[src/rtl/boreal_ledger_pkg.sv]
// Shared types and constants for the boreal ledger append-port arbiter.
//   arb_state_t    : arbiter FSM state encoding
//   LEDGER_ENTRY_W : ledger entry width (bits)
//   LEDGER_IDX_W   : ledger index width (bits)
//   ARB_TAG_W      : width of the requester tag field used when
//                    BOREAL_LEDGER_ARB_TAG_EN is defined
package boreal_ledger_pkg;

    localparam int LEDGER_ENTRY_W = 256;
    localparam int LEDGER_IDX_W   = 32;
    localparam int ARB_TAG_W      = 8;

    typedef enum logic [1:0] {
        IDLE    = 2'd0,
        ISSUE   = 2'd1,
        CONFIRM = 2'd2,
        FAULT   = 2'd3
    } arb_state_t;

endpackage

[src/rtl/boreal_rr_arbiter.sv]
// N-way combinational round-robin pick.
// Ports:
//   req   [N]     : request vector
//   ptr   [PTR_W] : highest-priority requester this round (0..N-1)
//   grant [N]     : one-hot grant of the first requester at or after ptr
//   any           : at least one request is present
module boreal_rr_arbiter #(
    parameter int N     = 4,
    parameter int PTR_W = $clog2(N)
) (
    input  logic [N-1:0]     req,
    input  logic [PTR_W-1:0] ptr,
    output logic [N-1:0]     grant,
    output logic             any
);

    logic [PTR_W:0]   pos;
    logic [PTR_W-1:0] idx;
    logic             found;

    always_comb begin
        grant = '0;
        pos   = '0;
        idx   = '0;
        found = 1'b0;
        for (int off = 0; off < N; off++) begin
            // Walk the requesters starting at ptr, wrapping modulo N
            // (N need not be a power of two).
            pos = {1'b0, ptr} + (PTR_W+1)'(off);
            if (pos >= (PTR_W+1)'(N)) begin
                pos = pos - (PTR_W+1)'(N);
            end
            idx = pos[PTR_W-1:0];
            if (!found && req[idx]) begin
                grant[idx] = 1'b1;
                found      = 1'b1;
            end
        end
    end

    assign any = |req;

endmodule

[src/rtl/boreal_ledger_arb.sv]
// Round-robin arbiter and sequencer for the single append port of
// boreal_ledger. Issues one wr_en per accepted entry, confirms the commit
// by watching the ledger idx advance, and reports the committed slot.
//
// Optional build macro: BOREAL_LEDGER_ARB_TAG_EN
//   When defined, the top ARB_TAG_W bits of led_wr_data carry the
//   zero-extended requester id instead of the entry's own bits.
//
// Ports:
//   clk, rst_n     : clock, synchronous active-low reset
//   req_valid[N]   : requester i has an entry pending
//   req_data       : entry of requester i in [i*ENTRY_W +: ENTRY_W]
//   req_ready[N]   : one-hot one-cycle accept pulse
//   pause          : blocks new grants (in-flight entry still completes)
//   led_wr_en      : ledger write strobe
//   led_wr_data    : ledger write data
//   led_idx        : ledger current index
//   commit_valid   : one-cycle pulse when an entry is confirmed
//   commit_id      : requester whose entry committed
//   commit_idx     : ledger slot the entry occupies
//   busy           : FSM is not IDLE
//   fault          : sticky; ledger failed to advance within TIMEOUT cycles
//
// state   | meaning
// --------+-------------------------------------------------------------
// IDLE    | waiting for an unpaused request; grants and captures winner
// ISSUE   | drives the one-cycle write, latches expected next idx
// CONFIRM | waits for led_idx to reach the expected value, or times out
// FAULT   | ledger did not advance; frozen until reset
module boreal_ledger_arb
    import boreal_ledger_pkg::*;
#(
    parameter int N_REQ   = 4,
    parameter int ENTRY_W = LEDGER_ENTRY_W,
    parameter int TIMEOUT = 15
) (
    input  logic                      clk,
    input  logic                      rst_n,
    input  logic [N_REQ-1:0]          req_valid,
    input  logic [N_REQ*ENTRY_W-1:0]  req_data,
    output logic [N_REQ-1:0]          req_ready,
    input  logic                      pause,
    output logic                      led_wr_en,
    output logic [ENTRY_W-1:0]        led_wr_data,
    input  logic [LEDGER_IDX_W-1:0]   led_idx,
    output logic                      commit_valid,
    output logic [$clog2(N_REQ)-1:0]  commit_id,
    output logic [LEDGER_IDX_W-1:0]   commit_idx,
    output logic                      busy,
    output logic                      fault
);

    localparam int ID_W  = $clog2(N_REQ);
    localparam int TMO_W = 8;

    arb_state_t                state, state_nxt;
    logic [ID_W-1:0]           rr_ptr, rr_ptr_nxt;
    logic [ID_W-1:0]           win_id, win_id_nxt;
    logic [ENTRY_W-1:0]        win_data, win_data_nxt;
    logic [LEDGER_IDX_W-1:0]   exp_idx, exp_idx_nxt;
    logic [TMO_W-1:0]          tmo_cnt, tmo_cnt_nxt;

    logic [N_REQ-1:0]          req_ready_nxt;
    logic                      wr_en_nxt;
    logic [ENTRY_W-1:0]        wr_data_nxt;
    logic                      commit_valid_nxt;
    logic [ID_W-1:0]           commit_id_nxt;
    logic [LEDGER_IDX_W-1:0]   commit_idx_nxt;

    logic [N_REQ-1:0]          grant;
    logic                      grant_any;
    logic [ID_W-1:0]           grant_id;
    logic [ENTRY_W-1:0]        grant_data;
    logic [ENTRY_W-1:0]        issue_data;

    boreal_rr_arbiter #(
        .N     (N_REQ),
        .PTR_W (ID_W)
    ) u_rr (
        .req   (req_valid),
        .ptr   (rr_ptr),
        .grant (grant),
        .any   (grant_any)
    );

    always_comb begin
        grant_id   = '0;
        grant_data = '0;
        for (int i = 0; i < N_REQ; i++) begin
            if (grant[i]) begin
                grant_id   = ID_W'(i);
                grant_data = req_data[i*ENTRY_W +: ENTRY_W];
            end
        end
    end

`ifdef BOREAL_LEDGER_ARB_TAG_EN
    assign issue_data = {ARB_TAG_W'(win_id), win_data[ENTRY_W-ARB_TAG_W-1:0]};
`else
    assign issue_data = win_data;
`endif

    always_ff @(posedge clk) begin
        if (!rst_n) begin
            state <= IDLE;
        end else begin
            state <= state_nxt;
        end
    end

    always_comb begin
        state_nxt        = state;
        rr_ptr_nxt       = rr_ptr;
        win_id_nxt       = win_id;
        win_data_nxt     = win_data;
        exp_idx_nxt      = exp_idx;
        tmo_cnt_nxt      = tmo_cnt;
        req_ready_nxt    = '0;
        wr_en_nxt        = 1'b0;
        wr_data_nxt      = '0;
        commit_valid_nxt = 1'b0;
        commit_id_nxt    = commit_id;
        commit_idx_nxt   = commit_idx;

        case (state)
            IDLE: begin
                if (!pause && grant_any) begin
                    req_ready_nxt = grant;
                    win_id_nxt    = grant_id;
                    win_data_nxt  = grant_data;
                    state_nxt     = ISSUE;
                end
            end
            ISSUE: begin
                wr_en_nxt   = 1'b1;
                wr_data_nxt = issue_data;
                exp_idx_nxt = led_idx + LEDGER_IDX_W'(1);
                tmo_cnt_nxt = '0;
                state_nxt   = CONFIRM;
            end
            CONFIRM: begin
                if (led_idx == exp_idx) begin
                    commit_valid_nxt = 1'b1;
                    commit_id_nxt    = win_id;
                    commit_idx_nxt   = exp_idx - LEDGER_IDX_W'(1);
                    rr_ptr_nxt       = (win_id == ID_W'(N_REQ-1)) ? '0
                                                                  : win_id + ID_W'(1);
                    state_nxt        = IDLE;
                end else if (tmo_cnt + TMO_W'(1) == TMO_W'(TIMEOUT)) begin
                    // This is the TIMEOUT-th CONFIRM cycle without progress.
                    state_nxt = FAULT;
                end else begin
                    tmo_cnt_nxt = tmo_cnt + TMO_W'(1);
                end
            end
            FAULT: begin
                state_nxt = FAULT;
            end
            default: begin
                state_nxt = IDLE;
            end
        endcase
    end

    // Outputs are registered from the next-state decode so they line up
    // with the state they describe.
    always_ff @(posedge clk) begin
        if (!rst_n) begin
            rr_ptr       <= '0;
            win_id       <= '0;
            win_data     <= '0;
            exp_idx      <= '0;
            tmo_cnt      <= '0;
            req_ready    <= '0;
            led_wr_en    <= 1'b0;
            led_wr_data  <= '0;
            commit_valid <= 1'b0;
            commit_id    <= '0;
            commit_idx   <= '0;
            busy         <= 1'b0;
            fault        <= 1'b0;
        end else begin
            rr_ptr       <= rr_ptr_nxt;
            win_id       <= win_id_nxt;
            win_data     <= win_data_nxt;
            exp_idx      <= exp_idx_nxt;
            tmo_cnt      <= tmo_cnt_nxt;
            req_ready    <= req_ready_nxt;
            led_wr_en    <= wr_en_nxt;
            led_wr_data  <= wr_data_nxt;
            commit_valid <= commit_valid_nxt;
            commit_id    <= commit_id_nxt;
            commit_idx   <= commit_idx_nxt;
            busy         <= (state_nxt != IDLE);
            fault        <= (state_nxt == FAULT);
        end
    end

endmodule

[config.mk]
export PLATFORM = sky130hd
export DESIGN_NAME = boreal_ledger_arb
export DESIGN_NICKNAME = d
export VERILOG_FILES = /design/src/rtl/boreal_ledger_pkg.sv /design/src/rtl/boreal_rr_arbiter.sv /design/src/rtl/boreal_ledger_arb.sv
export SDC_FILE = /design/constraint.sdc
export NUM_CORES = 1
export LEC_CHECK = 0
export ABC_CLOCK_PERIOD_IN_PS = 3500
export CORE_AREA = 3 3 534 536
export CTS_CLUSTER_DIAMETER = 80
export DETAILED_ROUTE_END_ITERATION = 12
export DIE_AREA = 0 0 537 539
export HOLD_SLACK_MARGIN = 0.12
export PLACE_DENSITY = 0.39
export SETUP_SLACK_MARGIN = 0.3
export SKIP_LAST_GASP = 1
export SYNTH_ARGS = -nofsm -noshare
export SYNTH_HDL_FRONTEND = slang
export SYNTH_SLANG_ARGS = --single-unit
[constraint.sdc]
create_clock -name clk -period 3.5 [get_ports clk]
set_clock_uncertainty 0.15 [all_clocks]
set_input_delay 0.7 -clock clk [delete_from_list [all_inputs] [get_ports clk]]
set_output_delay 0.7 -clock clk [all_outputs]
set_load 0.01 [all_outputs]
==> results.md, run 1 <==
- Routability congestion estimate: 0.931
- Largest net degree at the start of global routing: 161
- Final slew viol count: 0
- Wire length per cell: 30.3 µm
- Synth Register Bits: 600
- Clock root buffer: clkbuf_16
- CTS buffer count: 92
- # Max-Cap Violations: 0
- CP arrival: 3750 ps
- CP endpoint kind: register
- Final setup fails: 0
- Die Height: 539 µm
- Status: complete, no violations
- CTS tree: yes
- Die area: 0.289 mm²
- Post-synthesis net count: 4016
- Final Net Count: 5484
- Data required, critical path: 3980 ps
- Mapped Cells: 2937
- # DRC: 0
- PortBufs: 1360
- Total GRT Usage: 15.8%
- Cell Count Post-Placement: 7967
- Critical path startpoint category: register
- Post-Synthesis Cell Area: 0.0266 mm²
- Total I/O pin count: 1361
- Post-route ant nets: 0
- Clk Latency, worst-skew pair: 800 ps
- Vias/cell: 3.87
- Post-route minimum period: 3270 ps
- Initial Utilization: 9.46%
- Synth Flop Type: dfxtp_1
- PwrDens: 513 mW/mm²
- Initial DRC Count: 2223
- Leak Pwr: 20.0 nW
- Via count: 31900
- Post-Route Utilization: 19.1%
- Number of global-route vias before repair: 31600
- Worst-path fanout max: 27
- Clock Tree Buf Depth: 4
- CTS Sinks: 600
- Maximum vdd ir drop: 0.357 mV
- Slew @ Worst Pin: 1030 ps
- First-pass GRT wire length: 309 mm
- Antenna violations before repair: 163
- Total gr overflow: 0
- Core area: 0.281 mm²
- Most frequent cells in the layout: 1359 x clkdlybuf4s50_1, 598 x dfxtp_1, 502 x and3_1, 291 x a21oi_1, 275 x o21ai_0
- RSZ-0062 raised after global routing: yes
- Detailed Routing Iterations Pass 1: 5
- Synth warnings: 0
- Routed WL: 250 mm
- Rel. slew slack: 30.4%
- Crit Path Category: reg -> reg
- Final hold violations: 0
- Commonest non-fill, non-tap cell in the layout: clkdlybuf4s50_1
- Die Wd: 537 µm
- Netlist cell types: 51
- Fillers: 30900
- Ys async rst share: 0%
- Seq/Total Area, Yosys: 45.1%
- Worst Hold Class: reg -> reg
- Reg clk slew, reported paths: 60 ps
- Syn Area/Cell: 9.06 µm²
- Area grow syn2layout: 102%
- Rows: 195
- Peak Freq: 306 MHz
- Tcrit/Tclk final: 93.5%
- Hpwl dp: 196 mm
- Final std cells w/o fill: 8249
- Post-synth EDFFs: 0
- Share of post-route cells with drive strength above 1: 21.6%
- H-tree level count: 3
layout make-up:
cell class / count / area (µm²) / share of cell area, %
well taps: 3743 / 4680 / 8.72
repair buffers: 1694 / 18200 / 33.9
flip-flops and latches: 600 / 12000 / 22.4
diodes: 31 / 77.6 / 0.144
clock inverters: 42 / 649 / 1.21
inverters: 17 / 63.8 / 0.119
multi-input cells: 2000 / 15400 / 28.7
clock buffers: 122 / 2590 / 4.83
path summary, 6_finish.rpt:
kind / startpoint / to / slack (ps) / cells past startpoint
min reg2reg: issue_data[247] / led_wr_data[247] / 320 / 1
max reg2reg: rr_ptr[1] / issue_data[194] / 230 / 11
max: rr_ptr[1] / issue_data[194] / 230 / 11
min: issue_data[247] / led_wr_data[247] / 320 / 1
cell families (layout without fill, tap and decap cells):
kind of cell / after synthesis / count (layout) / synth area share [%]
AOI/OAI and AO/OA: 1124 / 1124 / 28.2
xor gates and xnor gates: 95 / 95 / 3.13
adders and majority gates: 16 / 16 / 0.752
buffers and inverters: 337 / 1875 / 5.63
DFF: 600 / 600 / 45.1
muxes: 13 / 13 / 0.630
other: 0 / 31 / 0
and+or+nand+nor: 752 / 752 / 16.5
worst max-delay path: stages (launching register included):
cell and delay [ps]:
dfxtp_2 330, inv_2 50, ha_4 250, or3b_1 350, a2111o_1 430, a31o_1 230
and2_4 230, buf_16 190, buf_12 240, and3_1 250, a221oi_4 210, a21oi_1 120
synth_stat cells, types with 21 or more instances:
library cell  instances  share of area [%]
buf_1                23               0.32
nand3_1              21               0.39
buf_2                36               0.68
xnor2_1              64                2.1
a211oi_1             49                1.4
a221oi_1            256                8.4
dfxtp_1             600                 45
nand2_1              32               0.45
buf_6                24                1.0
o21ai_0             276                5.2
xor2_1               31                1.0
a21oi_1             328                6.2
nor2_1               93                1.3
and3_1              516                 12
a21oi_2             200                6.6
clkbuf_1            235                3.3
report_power, final:
part	internal, mW	switching (mW)
Clock	6.21	3.94
Sequential	7.88	0.696
Combinational	4.03	4.83
Total	18.1	9.46
sequential cells by signal, indices dropped and copies added, names as in the netlist, 4 cells and up:
name,count
issue_data,256
led_wr_data,256
commit_idx,32
exp_idx,32
tmo_cnt,8
req_ready,4
what timing repair did:
action | 4_1_cts | 5_1_grt
buffers inserted | 14 | 31
endpoints found under the setup margin | 256 | 241
cloned | 13 | 28
endpoints found under the hold margin | 2 | 0
pin swaps | 20 | 106
gates resized for setup | 138 | 314
hold buffers | 1 | 0
through the flow:
step           power (mW)  hold WS, ps  TNS [ps]  setup WS, ps  instance area [µm²]
2_1_floorplan        12.0          304         0           311                26600
3_3_place_gp         16.9          310   -128220          -788                46200
3_5_place_dp         16.8          313   -142000          -837                46200
4_1_cts              27.4          288         0           232                50700
5_1_grt              28.8          337         0           123                53700
6_report             27.6          322         0           229                53700
routing by layer:
layer,GRT usage (%),wire (µm),vias up
met5,0,793,-
met4,4.13,9340,120
met3,6.05,25900,474
met2,25.9,114000,1693
met1,19.1,100000,15600
li1,-,-,14000
No activity file was read; power rests on OpenSTA's default activity.
==> inputs of run 2 (changes only) <==
--- a/config.mk
+++ b/config.mk
@@ -10,7 +10,6 @@
 export CTS_CLUSTER_DIAMETER = 80
 export DETAILED_ROUTE_END_ITERATION = 12
 export DIE_AREA = 0 0 537 539
-export HOLD_SLACK_MARGIN = 0.12
 export PLACE_DENSITY = 0.39
 export SETUP_SLACK_MARGIN = 0.3
 export SKIP_LAST_GASP = 1
==> results.md, run 2 (same netlist as run 1, synthesis figures left out) <==
- # Max-Cap Violations: 0
- CTS Sinks: 600
- WL met2: 114 mm
- Rel. slew slack: 30.4%
- Antenna violations before repair: 163
- First-pass GRT wire length: 309 mm
- Worst r2r dst: issue_data[194]
- Worst Hold Class: in -> reg
- PwrDens: 513 mW/mm²
- Die Wd: 537 µm
- Commonest non-fill, non-tap cell in the layout: clkdlybuf4s50_1
- Total gr overflow: 0
- Maximum vdd ir drop: 0.360 mV
- Tcrit/Tclk final: 93.8%
- Total GRT Usage: 15.8%
- CP arrival: 3760 ps
- Clock root buffer: clkbuf_16
- Final setup fails: 0
- Wire length per cell: 30.3 µm
- Core area: 0.281 mm²
- CP endpoint kind: register
- Design area: 0.0537 mm²
- Detailed Routing Iterations Pass 1: 5
- Number of global-route vias before repair: 31600
- CTS tree: yes
- Post-route minimum period: 3280 ps
- Worst R2R Path Depth: 11
- Slew @ Worst Pin: 1030 ps
- Clock Tree Buf Depth: 4
- PortBufs: 1360
- Vias/cell: 3.87
- Reg clk slew, reported paths: 60 ps
- Share of post-route cells with drive strength above 1: 21.6%
- Routed WL: 250 mm
- Critical path startpoint category: register
- Post-route ant nets: 0
- Final hold violations: 0
- Post-CTS Hold Fix Bufs: 0
- Pre-CTS worst setup slack: -837 ps
- Most frequent cells in the layout: 1359 x clkdlybuf4s50_1, 598 x dfxtp_1, 502 x and3_1, 291 x a21oi_1, 275 x o21ai_0
- Final Net Count: 5483
- Hold endpoint: tmo_cnt[2]
- Post-DP Area: 0.0462 mm²
- Met3 wire length: 25.4 mm
- # DRC: 0
- Initial Utilization: 9.46%
- PnR worst setup slack: 218 ps
- Area grow syn2layout: 102%
- Status: complete, no violations
- Largest net degree at the start of global routing: 161
- Wire length on met1: 100 mm
- Highest metal layer with signal wires: met5
- Leak Pwr: 20.0 nW
- Final slew viol count: 0
- Data required, critical path: 3980 ps
- WHS Path Cells: 3
- Crit Path Category: reg -> reg
- Worst-path fanout max: 27
- Hold_ws: 194 ps
- CTS buffer count: 92
- Initial DRC Count: 2177
- Die Height: 539 µm
- Via count: 31900
- H-tree level count: 3
- Routability congestion estimate: 0.931
- Total I/O pin count: 1361
- Die area: 0.289 mm²
- Hpwl dp: 196 mm
- Launching point of the worst reg2reg path: rr_ptr[1]
- R2R setup slack: 220 ps
- Rows: 195
- Worst hold start: rst_n
- RSZ-0062 raised after global routing: yes
- Clk Latency, worst-skew pair: 800 ps
- Peak Freq: 305 MHz
## run 2: area by class of cell
| class | instances | area [µm²] |
|---|---|---|
| Antenna cell | 27 | 67.6 |
| Clock buffer | 122 | 2590 |
| Clock inverter | 42 | 649 |
| Fill cell | 30900 | 228000 |
| Inverter | 17 | 63.8 |
| Multi-Input combinational cell | 2000 | 15400 |
| Sequential cell | 600 | 12000 |
| Tap cell | 3743 | 4680 |
| Timing Repair Buffer | 1693 | 18200 |
## run 2: worst max path at each step
stage,from,endpoint,cells after the start
floorplan,rr_ptr[1],issue_data[225],13
global placement,req_valid[3],issue_data[145],12
detailed placement,req_valid[3],issue_data[146],12
CTS,rr_ptr[1],issue_data[126],12
global route,rr_ptr[0],issue_data[218],12
finish,rr_ptr[1],issue_data[194],11
## run 2: metrics by stage
| step | total power, mW | util (%) | TNS [ps] | instances |
|---|---|---|---|---|
| global placement | 16.9 | 16.4 | -128220 | 7967 |
| floorplan | 12.0 | - | 0 | 2937 |
| global route | 28.8 | 19.1 | 0 | 8230 |
| detailed placement | 16.8 | 16.4 | -142000 | 7967 |
| finish | 27.6 | 19.1 | 0 | 8244 |
| CTS | 27.4 | 18.0 | 0 | 8158 |
## run 2: what timing repair did
action,CTS,global route
pin swaps,20,106
setup buffers,14,31
resized for setup,138,314
endpoints found under the setup margin,256,241
cloned,13,28
## run 2: layer usage
metal	up-vias	global-route usage, %
li1	14000	-
met1	15600	19.1
met2	1682	25.9
met3	470	6.05
met4	124	4.13
met5	-	0
## run 2: where the power goes
group	total (mW)	switching, mW	leakage, nW	internal (mW)
clock network	10.1	3.93	1.60	6.21
logic	8.86	4.82	13.5	4.03
registers	8.57	0.695	4.90	7.88
total	27.6	9.45	20.0	18.1
## run 2: worst max-delay path, cell delays in order, from the launching register on
cell and delay [ps]:
dfxtp_2 330, inv_2 50, ha_4 250, or3b_1 350, a2111o_1 430, a31o_1 230, and2_4 230, buf_16 190
buf_12 240, and3_1 250, a221oi_4 210, a21oi_1 120
